===== src/rtl/fifo_width_conv.sv =====
// Narrow-to-wide synchronous FIFO: DATA_IN_WIDTH-bit writes, RATIO packed words per read.
// First-word fall-through read port, occupancy/threshold flags, sticky error flags, flush.
module fifo_width_conv #(
  parameter int DATA_IN_WIDTH = 8,
  parameter int RATIO         = 2,
  parameter int ADDR_WIDTH    = 4,
  parameter int AF_MARGIN     = 2,
  parameter int AE_MARGIN     = 2
) (
  input  logic                           clk_i,
  input  logic                           reset_ni,
  input  logic                           flush_i,
  input  logic                           write_i,
  input  logic [DATA_IN_WIDTH-1:0]       wr_data_i,
  input  logic                           read_i,
  output logic [DATA_IN_WIDTH*RATIO-1:0] rd_data_o,
  output logic                           empty_o,
  output logic                           full_o,
  output logic                           almost_full_o,
  output logic                           almost_empty_o,
  output logic [ADDR_WIDTH:0]            count_o,
  output logic                           overflow_o,
  output logic                           underflow_o
);

  localparam int DEPTH = 1 << ADDR_WIDTH;
  localparam int PW    = ADDR_WIDTH + 1;

  localparam logic [PW-1:0] DEPTH_C = PW'(DEPTH);
  localparam logic [PW-1:0] RATIO_C = PW'(RATIO);
  localparam logic [PW-1:0] AF_TH   = PW'(DEPTH - AF_MARGIN);
  localparam logic [PW-1:0] AE_TH   = PW'(AE_MARGIN);

  logic [DATA_IN_WIDTH-1:0] mem [DEPTH];
  logic [PW-1:0]            wr_ptr;
  logic [PW-1:0]            rd_ptr;
  logic                     wr_acc;
  logic                     rd_acc;

  // The wrap bit makes a plain modular difference the exact occupancy.
  assign count_o        = wr_ptr - rd_ptr;
  assign full_o         = (count_o == DEPTH_C);
  assign empty_o        = (count_o < RATIO_C);
  assign almost_full_o  = (count_o >= AF_TH);
  assign almost_empty_o = (count_o <= AE_TH);

  assign wr_acc = write_i & ~full_o;
  assign rd_acc = read_i & ~empty_o;

  always_ff @(posedge clk_i or negedge reset_ni) begin
    if (!reset_ni) begin
      wr_ptr      <= '0;
      rd_ptr      <= '0;
      overflow_o  <= 1'b0;
      underflow_o <= 1'b0;
    end else if (flush_i) begin
      wr_ptr      <= '0;
      rd_ptr      <= '0;
      overflow_o  <= 1'b0;
      underflow_o <= 1'b0;
    end else begin
      if (wr_acc) wr_ptr <= wr_ptr + PW'(1);
      if (rd_acc) rd_ptr <= rd_ptr + RATIO_C;
      if (write_i && full_o) overflow_o <= 1'b1;
      if (read_i && empty_o) underflow_o <= 1'b1;
    end
  end

  // Storage survives a flush; only reset clears it.
  always_ff @(posedge clk_i or negedge reset_ni) begin
    if (!reset_ni) begin
      for (int i = 0; i < DEPTH; i++) mem[i] <= '0;
    end else if (wr_acc && !flush_i) begin
      mem[wr_ptr[ADDR_WIDTH-1:0]] <= wr_data_i;
    end
  end

  // Index arithmetic is ADDR_WIDTH bits wide, so lanes wrap with the memory.
  for (genvar k = 0; k < RATIO; k++) begin : g_lane
    assign rd_data_o[k*DATA_IN_WIDTH +: DATA_IN_WIDTH] =
      mem[rd_ptr[ADDR_WIDTH-1:0] + ADDR_WIDTH'(k)];
  end

endmodule


===== config.mk =====
export PLATFORM = sky130hd
export DESIGN_NAME = fifo_width_conv
export DESIGN_NICKNAME = d
export VERILOG_FILES = /design/src/rtl/fifo_width_conv.sv
export SDC_FILE = /design/constraint.sdc
export NUM_CORES = 1
export LEC_CHECK = 0
export CORE_MARGIN = 2
export CORE_UTILIZATION = 60
export DETAILED_ROUTE_END_ITERATION = 16
export GPL_TIMING_DRIVEN = 0
export PLACE_DENSITY = 0.8
export SYNTH_ARGS = -nofsm -noshare
export SYNTH_HDL_FRONTEND = slang
export SYNTH_SLANG_ARGS = --single-unit

===== constraint.sdc =====
create_clock -name clk_i -period 4.15 [get_ports clk_i]
set_input_delay 0.6225 -clock clk_i [delete_from_list [all_inputs] [get_ports clk_i]]
set_output_delay 0.6225 -clock clk_i [all_outputs]
set_load 0.05 [all_outputs]

==> results of run 1 <==
==> power by group <==
| part | total (W) | internal [W] | switching, W | leakage (nW) |
|---|---|---|---|---|
| Sequential | 0.00155 | 0.00148 | 0.0000674 | 1.89 |
| Combinational | 0.000960 | 0.000387 | 0.000573 | 1.60 |
| Clock | 0.00141 | 0.000867 | 0.000541 | 0.284 |
==> final cells by class <==
type | instances | area (sq um) | area share, %
sequential | 139 | 3481 | 44.10
multi-input combinational | 303 | 3038 | 38.49
clock buffer | 24 | 490.5 | 6.214
timing repair buffer | 42 | 415.4 | 5.263
buffer | 35 | 192.7 | 2.441
tap | 140 | 175.2 | 2.219
clock inverter | 8 | 65.06 | 0.8243
inverter | 9 | 35.03 | 0.4439
==> how the worst max path moves through the flow <==
stage / start / to / slack, ns / cells after the start
final: rd_ptr[1] / almost_full_o / 0.15 / 9
after global routing: rd_ptr[3] / full_o / 0.03 / 10
after CTS: rd_ptr[1] / empty_o / 0.005 / 8
after detailed placement: rd_ptr[1] / empty_o / -1.08 / 8
after global placement: reset_ni / mem[11] / -2.65 / 1
after floorplan: rd_ptr[1] / almost_empty_o / 0.01 / 8
==> layout by cell type, fill, tap and decap left out, types with 4 or more instances in the layout <==
master	instances
dfrtp_1	137
mux2_2	90
nand2_1	53
mux2_1	40
mux4_2	32
clkdlybuf4s50_1	32
buf_2	16
clkbuf_1	16
or3_1	16
clkbuf_16	16
clkinv_2	8
nor2_1	8
a21oi_1	8
ha_1	8
inv_1	7
clkbuf_8	7
nand4_1	6
o21ai_0	5
buf_4	5
nand3_1	4
nand3b_1	4
==> cell families (layout without fill, tap and decap cells) <==
kind of cell	count (synthesis)	count (layout)	synth area share, %
AO/OA/AOI/OAI	24	24	2.449
XOR/XNOR	5	5	0.6544
adder cells (fa/ha/maj)	9	9	1.795
buffers and inverters	46	118	2.991
flip-flops	139	139	51.97
multiplexers	163	163	32.79
other	1	1	0.05603
AND/OR/NAND/NOR	101	101	7.291
==> worst max-delay path: stages (launching register included) <==
cell and delay, ns:
dfrtp_1 0.39, buf_6 0.20, clkbuf_8 0.22, inv_1 0.09
fa_1 0.50, and3_1 0.22, or3_1 0.43, and2_1 0.23
a31o_2 0.22, clkdlybuf4s15_2 0.33
==> stage by stage <==
| stage | cells | TNS, ns |
|---|---|---|
| 6_report | 700 | 0 |
| 3_3_place_gp | 666 | -384.32 |
| 2_1_floorplan | 488 | 0 |
| 4_1_cts | 697 | 0 |
| 3_5_place_dp | 667 | -27.79 |
| 5_1_grt | 700 | 0 |
==> state kept, by name, summed over array words and instances, names as in the netlist <==
register / count
underflow_o: 1
overflow_o: 1
rd_ptr: 4
wr_ptr: 5
mem: 128
==> synth_stat cells, types with 2 or more instances <==
master    count
nand3_1       4
or4_1         2
nand3b_1      4
nand2_1      53
ha_1          8
clkbuf_1     19
xor2_1        3
a21o_1        2
nor3_1        2
nand4_1       6
o21ai_0       5
o31ai_1       3
nor2_1        8
dfrtp_1     139
a21oi_1       8
xnor2_1       2
mux4_2       32
buf_2        13
inv_1         7
or3_1        16
mux2_1       40
mux2_2       90
buf_1         3
==> layer usage <==
metal	routed length [microns]	part of all wire, %
met1	6246	41
met5	0	0
met2	7710	50
met3	809	5.3
met4	531	3.5
==> what timing repair did <==
item	in CTS	in global routing
pin swaps	1	1
resized for setup	32	8
buffers inserted	0	3
endpoints found under the setup margin	152	15
==> impl_results.md, run 1 <==
- Status: finished, final reports clean
- Synth Instances: 488
- F_max: 249.9 MHz
- DRT Wirelength: 15.30 mm
- Number of global-route vias before repair: 4590
- Num Clock Sinks: 139
- Mean post-synth cell area: 13.71 sq um
- Power consumption: 0.003916 W
- Final HPWL DP: 10.37 mm
- Post-synth cell types: 42
- Final Hold Fails: 0
- Area of the core: 10840 sq um
- Util after Layout: 72.81%
- H-tree depth: 4
- CP Launch Type: flip-flop
- Hold slack: 0.06900 ns
- Initial antenna violation count: 0
- FP Rows: 38
- Ys async rst share: 100.0%
- CTS max path bufs: 2
- Num CTS Buffers: 17
- Skew final: 0.01037 ns
- Residual DRC count: 0
- Top cell type's share of synthesized area: 51.97%
- Starting Density: 61.74%
- Routed vias/inst: 6.179
- Final instance area: 7893 sq um
- Top cells by area, synth: dfrtp_1, mux2_2, mux4_2
- Tot GR Track Use: 28.60%
- Flops & latches, synth: 139
- Max-slew violation count: 0
- Routability Congestion: 0.9157
- First-pass iteration count of the detailed router: 5
- RSZ-0062 raised after global routing: no
- CTS tree: yes
- Post-synth EDFFs: 0
- Most area-hungry cell type in the Yosys netlist: dfrtp_1
- Global-route wire length before repair: 24.34 mm
- CTS clock-pin slew for the worst setup and hold paths: 0.06 ns
- Max-cap violations: 0
- Synth-to-layout area growth: 17.93%
- Fin crit share: 96.43%
- Clk_lat worst skew: 0.53 ns
- Peak supply drop: 0.0004527 V
- Worst-margin pin slew: 0.7968 ns
- Worst min path class: in -> async
- Critical path endpoint category: primary output
- Slack of the critical path: 0.1481 ns
- PortBufs: 38
- Leak Pwr: 3.773 nW
- Synth Net Count: 510
- Vias after detailed routing: 4325
- Placed cell area: 7283 sq um
- Inserted Diodes: 0
- Critical R2R Capture: mem[9]
- Pre-CTS setup slack: -1.080 ns
- Req. time, crit path: 3.53 ns
- DRT iter0 DRCs: 215
- GR met1 Demand/Resource: 36.59%
- Die height: 109.6 microns
- CP arrival: 3.38 ns
- PwrDens: 496.1 nW/um^2
- Worst r2r src: rd_ptr[1]
- Routed wire per std cell: 21.85 microns
- Layout cells sized above 1: 34.46%
- # IOs: 40
- Top FF cell, synth: dfrtp_1
- Top Usage Layer GRT: met2
- Largest net degree at the start of global routing: 80
- Fill cell count: 742
- Clock tree root buffer cell: clkbuf_8
- Hold buffers post-CTS: 0
- Grt met2 use: 45.86%
- Slew margin rel.: 46.88%
- Die area: 12020 sq um
- Total grt overflow: 0
- Final #Nets: 569
- Sequential share of the synthesized area: 51.97%
- Routed Antenna Nets: 0
- Min Clock Period, post-route: 4.002 ns
- Setup violations, final: 0
- Mapped Area: 6693 sq um
- Met3 usage: 5.453%
- Reg2reg setup slack: 0.57 ns
- DIE WIDTH: 109.6 microns
- Setup CP Type: reg -> out
- Reg2Reg Depth: 12
- Critical-path maximum fanout: 10
- Number of synthesis warnings: 0
No activity file was read; power rests on OpenSTA's default activity.
==> run 2: changes to the inputs <==
--- a/config.mk
+++ b/config.mk
@@ -6,10 +6,9 @@
 export NUM_CORES = 1
 export LEC_CHECK = 0
 export CORE_MARGIN = 2
-export CORE_UTILIZATION = 60
+export CORE_UTILIZATION = 41
 export DETAILED_ROUTE_END_ITERATION = 16
 export GPL_TIMING_DRIVEN = 0
-export PLACE_DENSITY = 0.8
 export SYNTH_ARGS = -nofsm -noshare
 export SYNTH_HDL_FRONTEND = slang
 export SYNTH_SLANG_ARGS = --single-unit
==> run 2 against run 1 <==
  * Register-to-register slack got worse by 0.04 ns
  * Final area increased by 1.2%
  * Largest cell class unchanged
  * Hold slack improved by 0.12 ns
  * Die area increased by 44%
  * Clock skew decreased by 0.0040 ns
  * Largest power group unchanged
  * Wire length increased by 3.7%
  * Sequential power about the same
  * Maximum frequency increased by 1.3%
  * Critical path type unchanged
  * Combinational power about the same
  * First-iteration DRC count increased by 13%
  * Utilization decreased by 23 points
  * Clock power increased by 4%
==> impl_results.md, run 2 (synthesized netlist as in run 1, its figures left out) <==
- PwrDens: 497.4 nW/um^2 (+0.25%)
- Critical path endpoint category: primary output
- Peak supply drop: 0.0004655 V (+2.8%)
- Inserted Diodes: 0 (unchanged)
- Global-route wire length before repair: 25.22 mm (+3.6%)
- Synth-to-layout area growth: 19.29%
- Routability Congestion: 0.8304 (-9.3%)
- Area of the core: 15940 sq um (+47%)
- H-tree depth: 4 (unchanged)
- Tot GR Track Use: 19.48% (-9.1 points)
- Worst min path class: in -> async
- Comb power frac: 24.2% (-0.3 points)
- Num CTS Buffers: 17 (unchanged)
- Status: finished, final reports clean
- Number of global-route vias before repair: 4385 (-4.5%)
- Switching power: 0.001244 W (+5.3%)
- Final Hold Fails: 0 (unchanged)
- DRT Wirelength: 15.87 mm (+3.7%)
- Critical path, cell by cell: clkbuf_2, clkbuf_4, inv_1, ha_1, nand3_1, a2111oi_2, o22ai_2, inv_2, buf_6, clkdlybuf4s18_2
- Req. time, crit path: 3.53 ns (about the same)
- Final HPWL DP: 10.82 mm (+4.3%)
- Register share of total power: 39.0% (-0.5 points)
- Slew margin rel.: 42.58% (-4.3 points)
- Largest net degree at the start of global routing: 76 (-5.0%)
- Max-cap violations: 0 (unchanged)
- Setup violations, final: 0 (unchanged)
- Layout cells sized above 1: 34.53% (+0.062 points)
- Routed vias/inst: 5.394 (-13%)
- Setup CP Type: reg -> out
- Routed Antenna Nets: 0 (unchanged)
- Final instance area: 7984 sq um (+1.2%)
- CTS max path bufs: 2 (unchanged)
- Vias after detailed routing: 4180 (-3.4%)
- Max-slew violation count: 0 (unchanged)
- Clock tree root buffer cell: clkbuf_16
- Routed wire per std cell: 20.47 microns (-6.3%)
- Initial antenna violation count: 0 (unchanged)
- DRT iter0 DRCs: 243 (+13%)
- Worst-margin pin slew: 0.8613 ns (+0.06456 ns)
- Critical-path maximum fanout: 10 (unchanged)
- Util after Layout: 50.08% (-23 points)
- Max reg flops: 128 (unchanged)
- Die area: 17360 sq um (+44%)
- CP Launch Type: flip-flop
- CP arrival: 3.33 ns (-0.05 ns)
- Setup_tns: 0 ns (unchanged)
- Most common cell after layout, fill and taps aside: dfrtp_1
- Clk network pwr share: 36.8% (+0.9 points)
- Die height: 131.8 microns (+20%)
- Starting Density: 41.98% (-20 points)
- F_max: 253.2 MHz (+1.3%)
- Residual DRC count: 0 (unchanged)
- Top Registers: mem: 128 flops, wr_ptr: 5 flops, rd_ptr: 4 flops
- Clk_lat worst skew: 0.42 ns (-0.11 ns)
- CTS clock-pin slew for the worst setup and hold paths: 0.06 ns (about the same)
- Min Clock Period, post-route: 3.950 ns (-0.05197 ns)
- FP Rows: 46 (+21%)
- Final #Nets: 568 (-0.18%)
- RSZ-0062 raised after global routing: no
- Int Power: 0.002727 W (-0.28%)
- PortBufs: 38 (unchanged)
- Commonest cells after routing, fill and taps aside: dfrtp_1, mux2_2, nand2_1
- # IOs: 40 (unchanged)
- DIE WIDTH: 131.8 microns (+20%)
- Fin crit share: 95.18% (-1.3 points)
- Num Clock Sinks: 139 (unchanged)
- CTS tree: yes
- Sw Ratio: 31.33% (+1.2 points)
- Total grt overflow: 0 (unchanged)
- Hold buffers post-CTS: 0 (unchanged)
- CP peak stage delay: 0.41 ns (-0.09 ns)
- Placed cell area: 7378 sq um (+1.3%)
- First-pass iteration count of the detailed router: 5 (unchanged)
- Leak Pwr: 3.748 nW (-0.67%)
- Most flops, register: mem
- Fill cell count: 1392 (+88%)
- Skew final: 0.006393 ns (-0.003979 ns)
- Slowest CP cell: ha_1
-- run 2: path summary, 6_finish.rpt --
kind,startpoint,endpoint,slack [ns],cells past startpoint
min in group clk_i,mem[89],mem[89],0.49,1
min reg2reg,mem[89],mem[89],0.49,1
min,reset_ni,mem[111],0.19,1
max,rd_ptr[2],full_o,0.20,10
max reg2reg,rd_ptr[1],mem[1],0.53,12
max in group asynchronous,reset_ni,mem[33],3.15,2
-- run 2: worst max-delay path, delay by kind of cell (launching register included) --
kind	cells	cell delay (ns)
flops	1	0.34
simple gates	1	0.19
compound gates	2	0.62
buf+inv	6	1.34
fa+ha+maj	1	0.41
-- run 2: repair_timing --
action | CTS | global route
endpoints found under the setup margin | 153 | 17
pin swaps | 0 | 1
buffers inserted | 0 | 1
gates resized for setup | 24 | 16
-- run 2: final cells by class --
class	instances	area, sq um	area share, %
sequential	139	3480	43.58
timing repair buffer	40	402.9	5.046
tap	216	270.3	3.385
clock buffer	20	456.7	5.720
buffer	36	185.2	2.319
clock inverter	12	113.9	1.426
inverter	9	35.03	0.4388
multi-input combinational	303	3040	38.08
-- run 2: stage by stage --
step	hold WS [ns]	setup WS [ns]	std cells	power, W
after global routing	0.2377	0.0006140	775	0.004137
final	0.1926	0.2001	775	0.003971
after global placement	0.4676	-2.974	742	0.002510
after CTS	0.2225	0.03089	774	0.004005
after detailed placement	0.4776	-1.080	743	0.002536
after floorplan	0.3269	0.01079	488	0.002199
-- run 2: routing by layer --
layer	vias to the layer above	GRT usage (%)	wire, microns	share of wire, %
li1	1889	-	-	-
met2	87	31.91	7885	50
met5	-	0	0	0
met1	2183	25.74	7172	45
met3	21	4.691	573	3.6
met4	0	6.280	236	1.5
-- run 2: power groups by stage --
stage / registers (W) / clock network [W] / logic [W]
after detailed placement: 0.00157 / 0 / 0.000967
after CTS: 0.00155 / 0.00149 / 0.000972
final: 0.00155 / 0.00146 / 0.000963
after global placement: 0.00156 / 0 / 0.000951
after global routing: 0.00156 / 0.00156 / 0.00102
after floorplan: 0.00155 / 0 / 0.000651
==> run 3: changes to the inputs <==
--- a/config.mk
+++ b/config.mk
@@ -9,6 +9,7 @@
 export CORE_UTILIZATION = 41
 export DETAILED_ROUTE_END_ITERATION = 16
 export GPL_TIMING_DRIVEN = 0
+export SKIP_CTS_REPAIR_TIMING = 1
 export SYNTH_ARGS = -nofsm -noshare
 export SYNTH_HDL_FRONTEND = slang
 export SYNTH_SLANG_ARGS = --single-unit
==> run 3 against run 2 <==
  * Via count grew 0.38%
  * Utilization is 0.13 points higher
  * Final area is 0.25% higher
  * Sequential power about the same
  * Power is essentially flat
  * Hold slack about the same
  * Die area unchanged
  * Clock skew increased by 0.00084 ns
  * Critical path type unchanged
  * Critical endpoint is now rd_data_o[4]
  * Largest power group unchanged
==> impl_results.md, run 3 (synthesized netlist as in run 1, its figures left out) <==
- Status: finished, final reports clean
- Routed vias/inst: 5.400 (+0.12%)
- Critical Path Start: rd_ptr[1]
- Clock tree root buffer cell: clkbuf_16
- Max-cap violations: 0 (unchanged)
- PortBufs: 38 (unchanged)
- Num CTS Buffers: 17 (unchanged)
- Vias after detailed routing: 4196 (+0.38%)
- Total grt overflow: 0 (unchanged)
- Critical path, cell by cell: clkbuf_4, clkdlybuf4s15_1, mux4_2, nand2_1, nand2_1, clkdlybuf4s50_1
- Tot GR Track Use: 19.46% (-0.025 points)
- Routed Antenna Nets: 0 (unchanged)
- CP top delay family: buffers and inverters
- F_max: 253.8 MHz (+0.26%)
- Die area: 17360 sq um (unchanged)
- # IOs: 40 (unchanged)
- Peak supply drop: 0.0004657 V (about the same)
- PwrDens: 495.8 nW/um^2 (-0.33%)
- Top Registers: mem: 128 flops, wr_ptr: 5 flops, rd_ptr: 4 flops
- Final HPWL DP: 10.82 mm (unchanged)
- Commonest cells after routing, fill and taps aside: dfrtp_1, mux2_2, nand2_1
- Clk_lat worst skew: 0.42 ns (about the same)
- CTS max path bufs: 2 (unchanged)
- RSZ-0062 raised after global routing: no
- FP Rows: 46 (unchanged)
- DRT Wirelength: 15.85 mm (-0.10%)
- Slack of the critical path: 0.2103 ns (+0.01021 ns)
- Slowest CP cell: clkdlybuf4s50_1
- Worst r2r src: rd_ptr[1]
- Min Clock Period, post-route: 3.940 ns (-0.01021 ns)
- Area of the core: 15940 sq um (unchanged)
- Routability Congestion: 0.8304 (unchanged)
- Reg2reg setup slack: 0.45 ns (-0.08 ns)
- Fin crit share: 94.93% (-0.25 points)
- Final #Nets: 570 (+0.35%)
- Most flops, register: mem
- First-pass iteration count of the detailed router: 4 (-1)
- Leak Pwr: 3.767 nW (+0.51%)
- Setup violations, final: 0 (unchanged)
- Final instance area: 8004 sq um (+0.25%)
- Placed cell area: 7378 sq um (unchanged)
- Pre-CTS setup slack: -1.080 ns (unchanged)
- DIE WIDTH: 131.8 microns (unchanged)
- Critical path endpoint category: primary output
- Global-route wire length before repair: 25.22 mm (unchanged)
- Worst-margin pin slew: 0.8663 ns (+0.004965 ns)
- Die height: 131.8 microns (unchanged)
- Layout cells sized above 1: 34.40% (-0.12 points)
- Max reg flops: 128 (unchanged)
- Post-placement cell count: 743 (unchanged)
- CP Launch Type: flip-flop
- Critical R2R Capture: mem[9]
- Req. time, crit path: 3.53 ns (about the same)
- Routed wire per std cell: 20.40 microns (-0.36%)
- Worst min path class: in -> async
- Inserted Diodes: 0 (unchanged)
- CP peak stage delay: 0.73 ns (+0.32 ns)
- Critical path buffers and inverters: 3 (-3)
- CTS clock-pin slew for the worst setup and hold paths: 0.06 ns (about the same)
- Number of global-route vias before repair: 4383 (-0.046%)
- Reg2Reg Depth: 12 (unchanged)
- CP dominant cell by count: nand2_1
- DRT iter0 DRCs: 221 (-9.1%)
- Starting Density: 41.98% (unchanged)
- Final Hold Fails: 0 (unchanged)
- Slew margin rel.: 42.25% (-0.33 points)
- Residual DRC count: 0 (unchanged)
- Initial antenna violation count: 0 (unchanged)
- Layout Cells excl Fill: 777 (+0.26%)
- Skew final: 0.007235 ns (+0.0008425 ns)
- Num Clock Sinks: 139 (unchanged)
- Critical-path maximum fanout: 10 (unchanged)
- CTS tree: yes
- CP arrival: 3.32 ns (about the same)
- Max-slew violation count: 0 (unchanged)
- Most common cell after layout, fill and taps aside: dfrtp_1
- Synth-to-layout area growth: 19.59%
- Largest net degree at the start of global routing: 76 (unchanged)
- H-tree depth: 4 (unchanged)
- Setup CP Type: reg -> out
==> run 3: worst reg2reg max path: stages (launching register included) <==
cell and delay (ns):
dfrtp_1 0.36, clkbuf_4 0.27, clkbuf_4 0.32, inv_1 0.12, fa_2 0.68, nor2_1 0.07
and4_1 0.22, o22ai_2 0.30, inv_2 0.13, buf_6 0.17, or3_1 0.37, buf_2 0.23
mux2_1 0.35
==> run 3: layout make-up <==
| type | count | area [sq um] |
|---|---|---|
| Buffer | 36 | 181.4 |
| Clock buffer | 20 | 456.7 |
| Clock inverter | 12 | 113.9 |
| Fill cell | 1391 | 7939 |
| Inverter | 9 | 37.54 |
| Multi-Input combinational cell | 303 | 3040 |
| Sequential cell | 139 | 3480 |
| Tap cell | 216 | 270.3 |
| Timing Repair Buffer | 42 | 424.2 |
==> run 3: metal layers <==
metal  wire length, microns  up-vias  track usage [%]
met4                    199        0            5.857
met3                    510       20            4.729
met5                      0        -                0
li1                       -     1891                -
met1                   7252     2211            25.90
met2                   7889       74            31.82
==> run 3: metrics by stage <==
stage | power [W] | utilization [%] | TNS, ns | hold WS (ns)
floorplan | 0.002199 | - | 0 | 0.3269
global placement | 0.002510 | 46.10 | -449.57 | 0.4676
detailed placement | 0.002536 | 46.28 | -47.85 | 0.4776
CTS | 0.004003 | 49.86 | -58.05 | 0.2225
global route | 0.004138 | 50.20 | 0 | 0.2377
finish | 0.003968 | 50.20 | 0 | 0.1925
==> run 3: power by group <==
part,switching [W],internal [W]
logic,0.000577,0.000387
registers,0.0000668,0.00148
clock network,0.000596,0.000861
==> run 3: worst max path at each step <==
stage | to | slack (ns) | cells after the start
after floorplan | almost_empty_o | 0.01 | 8
after global placement | mem[11] | -2.97 | 1
after detailed placement | empty_o | -1.08 | 8
after CTS | empty_o | -1.54 | 8
after global routing | rd_data_o[4] | 0.004 | 6
final | rd_data_o[4] | 0.21 | 6
